### config.mk
export PLATFORM = sky130hd
export DESIGN_NAME = fft4_in_loader_flat
export DESIGN_NICKNAME = d
export VERILOG_FILES = /design/src/rtl/fft4_in_loader_if.sv /design/src/rtl/fft4_in_loader.sv /design/src/flat_wrapper.sv
export SDC_FILE = /design/constraint.sdc
export NUM_CORES = 1
export LEC_CHECK = 0
export CORE_ASPECT_RATIO = 0.7
export CORE_MARGIN = 2
export CORE_UTILIZATION = 38
export CTS_BUF_LIST = sky130_fd_sc_hd__clkbuf_8 sky130_fd_sc_hd__clkbuf_16
export CTS_CLUSTER_DIAMETER = 120
export DETAILED_ROUTE_END_ITERATION = 7
export HOLD_SLACK_MARGIN = 0.03
export PLACE_DENSITY_LB_ADDON = 0.25
export SLEW_MARGIN = 0
export SYNTH_ARGS = -nofsm -noshare
export SYNTH_HDL_FRONTEND = slang
export SYNTH_SLANG_ARGS = --single-unit
### constraint.sdc
create_clock -name clk -period 3 [get_ports clk]
set_input_delay 0.45 -clock clk [delete_from_list [all_inputs] [get_ports clk]]
set_output_delay 0.45 -clock clk [all_outputs]
set_load 0.02 [all_outputs]
### src/rtl/fft4_in_loader_if.sv
// fft4_in_loader_if
//   Bundles the sample stream and the frame output of the 4-point FFT input
//   loader.
//   Handshakes: a transfer happens on a rising clock edge where valid and
//   ready are both high. A source holds valid and its payload stable until
//   that transfer. Ready may depend only on the receiver's registered state.
//   - s_*   : serial complex samples into the loader (s_first marks sample 0).
//   - m_*   : a complete 4-sample frame, presented on out_* to the FFT core.
//   - err_sync : one-cycle pulse when a partial frame is dropped on resync.
//   Modports:
//   - slave  : the loader's view of the bus.
//   - master : the environment's view (sample source plus frame consumer).
interface fft4_in_loader_if #(
  parameter int DATA_W = 16
);
  logic              s_valid;
  logic              s_ready;
  logic              s_first;
  logic [DATA_W-1:0] s_r;
  logic [DATA_W-1:0] s_i;
  logic              m_valid;
  logic              m_ready;
  logic [DATA_W-1:0] out_1_1_r;
  logic [DATA_W-1:0] out_1_1_i;
  logic [DATA_W-1:0] out_1_2_r;
  logic [DATA_W-1:0] out_1_2_i;
  logic [DATA_W-1:0] out_2_1_r;
  logic [DATA_W-1:0] out_2_1_i;
  logic [DATA_W-1:0] out_2_2_r;
  logic [DATA_W-1:0] out_2_2_i;
  logic              err_sync;

  modport slave (
    input  s_valid, s_first, s_r, s_i, m_ready,
    output s_ready, m_valid, err_sync,
    output out_1_1_r, out_1_1_i, out_1_2_r, out_1_2_i,
    output out_2_1_r, out_2_1_i, out_2_2_r, out_2_2_i
  );

  modport master (
    output s_valid, s_first, s_r, s_i, m_ready,
    input  s_ready, m_valid, err_sync,
    input  out_1_1_r, out_1_1_i, out_1_2_r, out_1_2_i,
    input  out_2_1_r, out_2_1_i, out_2_2_r, out_2_2_i
  );
endinterface

### src/rtl/fft4_in_loader.sv
// fft4_in_loader
//   Input framing stage for the 4-point radix-2 FFT core. Serial complex
//   samples are collected into one of two ping-pong frame buffers. A full
//   buffer is presented to the core in butterfly order:
//     out_1_1 = x0, out_1_2 = x2, out_2_1 = x1, out_2_2 = x3.
//   Ports:
//   - clk : rising-edge clock.
//   - rst : synchronous, active-high reset.
//   - io  : fft4_in_loader_if.slave, carrying the sample stream, the frame
//           outputs and err_sync.
module fft4_in_loader #(
  parameter int DATA_W = 16
) (
  input  logic                 clk,
  input  logic                 rst,
  fft4_in_loader_if.slave      io
);

  logic [DATA_W-1:0] buf_r [2][4];
  logic [DATA_W-1:0] buf_i [2][4];
  logic [1:0]        full;
  logic [1:0]        full_nxt;
  logic              wr_sel;
  logic              rd_sel;
  logic [1:0]        widx;
  logic              err_q;

  logic              accept;
  logic              resync;
  logic              frame_done;
  logic              consume;
  logic [1:0]        slot;

  // Ready comes from registered state only, so a consume that frees a buffer
  // opens the input on the following cycle, never in the same one.
  assign io.s_ready = ~full[wr_sel] & ~rst;
  assign io.m_valid = full[rd_sel];
  assign io.err_sync = err_q;

  assign accept     = io.s_valid & io.s_ready;
  // s_first in the middle of a frame restarts the frame at slot 0.
  assign resync     = accept & io.s_first & (widx != 2'd0);
  assign frame_done = accept & ~resync & (widx == 2'd3);
  assign consume    = io.m_valid & io.m_ready;
  assign slot       = resync ? 2'd0 : widx;

  // Completion always targets an empty buffer and consume a full one, so
  // both can hit in the same cycle without touching the same flag.
  always_comb begin
    full_nxt = full;
    if (frame_done) full_nxt[wr_sel] = 1'b1;
    if (consume)    full_nxt[rd_sel] = 1'b0;
  end

  always_ff @(posedge clk) begin
    if (rst) begin
      full   <= 2'b00;
      wr_sel <= 1'b0;
      rd_sel <= 1'b0;
      widx   <= 2'd0;
      err_q  <= 1'b0;
      for (int b = 0; b < 2; b++) begin
        for (int k = 0; k < 4; k++) begin
          buf_r[b][k] <= '0;
          buf_i[b][k] <= '0;
        end
      end
    end else begin
      full  <= full_nxt;
      err_q <= resync;
      if (accept) begin
        buf_r[wr_sel][slot] <= io.s_r;
        buf_i[wr_sel][slot] <= io.s_i;
        if (resync) begin
          widx <= 2'd1;
        end else if (frame_done) begin
          widx   <= 2'd0;
          wr_sel <= ~wr_sel;
        end else begin
          widx <= widx + 2'd1;
        end
      end
      if (consume) rd_sel <= ~rd_sel;
    end
  end

  // Butterfly pairs (x0,x2) and (x1,x3) land on the core's pair ports.
  assign io.out_1_1_r = buf_r[rd_sel][0];
  assign io.out_1_1_i = buf_i[rd_sel][0];
  assign io.out_1_2_r = buf_r[rd_sel][2];
  assign io.out_1_2_i = buf_i[rd_sel][2];
  assign io.out_2_1_r = buf_r[rd_sel][1];
  assign io.out_2_1_i = buf_i[rd_sel][1];
  assign io.out_2_2_r = buf_r[rd_sel][3];
  assign io.out_2_2_i = buf_i[rd_sel][3];

endmodule

### src/flat_wrapper.sv
// flat-port wrapper written by rule: the top's interface ports become plain ports
module fft4_in_loader_flat 
#(
  parameter int DATA_W = 16
)
  (clk, rst, io_s_valid, io_s_first, io_s_r, io_s_i, io_m_ready, io_s_ready, io_m_valid, io_err_sync, io_out_1_1_r, io_out_1_1_i, io_out_1_2_r, io_out_1_2_i, io_out_2_1_r, io_out_2_1_i, io_out_2_2_r, io_out_2_2_i);
  fft4_in_loader_if #(.DATA_W(DATA_W)) io_i ();
  input  logic clk;
  input  logic rst;
  input wire logic [$bits(io_i.s_valid)-1:0] io_s_valid;
  input wire logic [$bits(io_i.s_first)-1:0] io_s_first;
  input wire logic [$bits(io_i.s_r)-1:0] io_s_r;
  input wire logic [$bits(io_i.s_i)-1:0] io_s_i;
  input wire logic [$bits(io_i.m_ready)-1:0] io_m_ready;
  output wire logic [$bits(io_i.s_ready)-1:0] io_s_ready;
  output wire logic [$bits(io_i.m_valid)-1:0] io_m_valid;
  output wire logic [$bits(io_i.err_sync)-1:0] io_err_sync;
  output wire logic [$bits(io_i.out_1_1_r)-1:0] io_out_1_1_r;
  output wire logic [$bits(io_i.out_1_1_i)-1:0] io_out_1_1_i;
  output wire logic [$bits(io_i.out_1_2_r)-1:0] io_out_1_2_r;
  output wire logic [$bits(io_i.out_1_2_i)-1:0] io_out_1_2_i;
  output wire logic [$bits(io_i.out_2_1_r)-1:0] io_out_2_1_r;
  output wire logic [$bits(io_i.out_2_1_i)-1:0] io_out_2_1_i;
  output wire logic [$bits(io_i.out_2_2_r)-1:0] io_out_2_2_r;
  output wire logic [$bits(io_i.out_2_2_i)-1:0] io_out_2_2_i;
  assign io_i.s_valid = io_s_valid;
  assign io_i.s_first = io_s_first;
  assign io_i.s_r = io_s_r;
  assign io_i.s_i = io_s_i;
  assign io_i.m_ready = io_m_ready;
  assign io_s_ready = io_i.s_ready;
  assign io_m_valid = io_i.m_valid;
  assign io_err_sync = io_i.err_sync;
  assign io_out_1_1_r = io_i.out_1_1_r;
  assign io_out_1_1_i = io_i.out_1_1_i;
  assign io_out_1_2_r = io_i.out_1_2_r;
  assign io_out_1_2_i = io_i.out_1_2_i;
  assign io_out_2_1_r = io_i.out_2_1_r;
  assign io_out_2_1_i = io_i.out_2_1_i;
  assign io_out_2_2_r = io_i.out_2_2_r;
  assign io_out_2_2_i = io_i.out_2_2_i;
  fft4_in_loader #(.DATA_W(DATA_W)) u_core (.clk(clk), .rst(rst), .io(io_i));
endmodule
==> out/metrics.yaml <==
fill_cells: 2497
hp-class: "reg2reg"
dp_hpwl_mm: 17.9
fin_crit_ps: 2900
hold_violations: 0
reg2reg_slack_ps: 510
powerDensity_nw_per_um2: 581
maxCapViolations: 0
viasPerCell: 5.07
crit_arrival_ps: 2450
synth_top_area_share_pct: 70.0
synth_cell_types: 35
initial_core_util_pct: 38.3
crit_path_cell_trace: "buf_12 -> mux2_2 -> clkdlybuf4s50_1"
rows: 52
cts_hold_buf: 0
status: "finished clean"
drt_iter0_drc: 556
multi_input_area_um2: 3010
yosysTopAreaCell: "edfxtp_1"
wirelength_mm: 28.5
first_pass_iters: 4
critical_path_class: "reg2out"
dpl.cell_count: 1239
syn-cell-area_um2: 11000
final_cells: 1287
post-route-period-util_pct: 96.5
cts_tree: "yes"
max_freq_mhz: 345
syn_nets: 747
final_nets: 929
area_delta_synth_final_pct: 29.0
die_width_um: 207
dieArea_um2: 30300
setup_tns_ps: 0
relSlewSlack_pct: 59.9
peakVddDrop_uv: 492
worst_pin_slew_ps: 601
post-synth-top-count-cell: "edfxtp_1"
required_ps: 2550
rsz0062_at_grt: "false"
pin_count: 168
gp_routability_congestion: 0.757
grt_usage_pct: 18.6
core_area_um2: 28600
root_buffer: "clkbuf_16"
synth-edff-count: 256
drcViolationCount: 0
post_cts_resized: 0
cp_max_fo: 42
h-tree-depth: 1
slew_violations: 0
numCtsBuffers: 27
grt_pass1_vias: 6615
syn_inst: 708
grt_max_degree: 43
ys_warn_count: 0
async_flop_share_pct: 0
max_stage_delay_ps: 610
synth_flop_cell: "edfxtp_1"
cts_setup_buffers: 0
synth.yosys.seq_area_share_pct: 71.5
grt_antenna_before_repair: 1
via_count: 6530
clock_latency_ps: 520
grt_pass1_wl_mm: 42.1
skew_ps: 11.2
path_clk_slew_ps: 60
leakage_nw: 5.20
cts.sinks: 264
start_kind: "flip-flop"
crit_path_end_kind: "output port"
antenna_left: 0
slowest_stage: "dfxtp_4"
grt.overflow.total: 0
setup_viol: 0
netlist_top_cells_count: "256 x edfxtp_1, 130 x mux2_2, 98 x nor2_1"
register_area_um2: 7850
clockBufferDepth: 3
avgSynthCellArea_um2: 15.5
insertedDiodeCount: 0
ys_seq_elements: 264
portBuffers: 167
die_h_um: 146
drive_gt1_share_pct: 26.6
avgRoutedWirePerCell_um: 22.2
synth_area_leaders: "edfxtp_1 70%, mux2_2 13%, nor2_1 3.4%, and2_1 2.1%, and3_1 1.9%"
==> area by class of cell <==
| cell class | count | share of cell area, % |
|---|---|---|
| clock buffers | 30 | 5.06 |
| well taps | 378 | 3.34 |
| repair buffers | 196 | 14.0 |
| inverters | 3 | 0.0795 |
| multi-input cells | 398 | 21.3 |
| clock inverters | 18 | 0.751 |
| flip-flops and latches | 264 | 55.4 |
==> routing by layer <==
metal,track usage [%],vias up,routed length (um)
li1,-,2946,-
met1,29.0,3314,14100
met2,26.8,239,12300
met3,3.59,29,1740
met4,3.75,2,376
met5,0,-,17
==> cell usage in the layout (no fill, tap or decap), types with 4 or more instances in the layout <==
cell	instances
edfxtp_1	256
clkdlybuf4s50_1	167
mux2_2	130
nor2_1	97
and2_1	37
and3_1	33
nand2_1	32
and2_2	27
clkbuf_16	27
buf_4	21
inv_1	11
buf_12	8
dfxtp_1	7
nor3_1	4
clkinv_1	4
==> through the flow <==
stage	util, %	total power, mW	setup WS, ps	hold WS, ps	instance area [um2]
finish	49.5	8.23	104	606	14200
global route	49.5	8.49	8.14	637	14200
global placement	46.6	5.16	529	586	13300
detailed placement	46.6	5.17	494	593	13300
CTS	49.5	8.28	75.8	603	14200
floorplan	-	4.73	13.1	532	11000
==> cells by family (layout without fill, tap and decap cells) <==
family / count (synthesis) / in the layout / synth area share, %
buffers and inverters: 46 / 247 / 1.96
muxes: 132 / 132 / 13.5
DFF: 264 / 264 / 71.5
and+or+nand+nor: 246 / 246 / 11.5
AOI/OAI and AO/OA: 18 / 18 / 1.28
adders and majority gates: 2 / 2 / 0.228
==> power by group <==
| group | internal [mW] | leakage (nW) | total [mW] | switching [mW] |
|---|---|---|---|---|
| clock | 1.79 | 0.434 | 3.15 | 1.36 |
| sequential | 4.24 | 2.73 | 4.29 | 0.0498 |
| combinational | 0.344 | 2.04 | 0.799 | 0.456 |
| total | 6.37 | 5.20 | 8.23 | 1.87 |
==> path summary, 6_finish.rpt <==
path / from / end / cells after the start
worst min register to register: u_core.rd_sel$_SDFFE_PP0P_ / flip-flop / 2
worst max register to register: u_core.widx[0]$_SDFFE_PP0N_ / u_core.buf_r[0][36]$_SDFFCE_PN0P_ / 6
worst max-delay path: flip-flop / io_out_1_2_r[15] / 3
worst min-delay path: u_core.rd_sel$_SDFFE_PP0P_ / flip-flop / 2
==> registers in the layout, summed over array words and instances, names as in the netlist, named ones only <==
name / cells
u_core.buf_i: 128
u_core.widx: 2
u_core.rd_sel: 1
u_core.wr_sel: 1
u_core.buf_r: 128
u_core.io.err_sync: 1
u_core.full: 2
==> worst max-delay path: cells and delay by family, from the launching register on <==
kind                   cells  cell delay [ps]
buffers and inverters      2              870
DFF                        1              610
muxes                      1              420
Note: power is estimated with default switching activity, not from simulation.
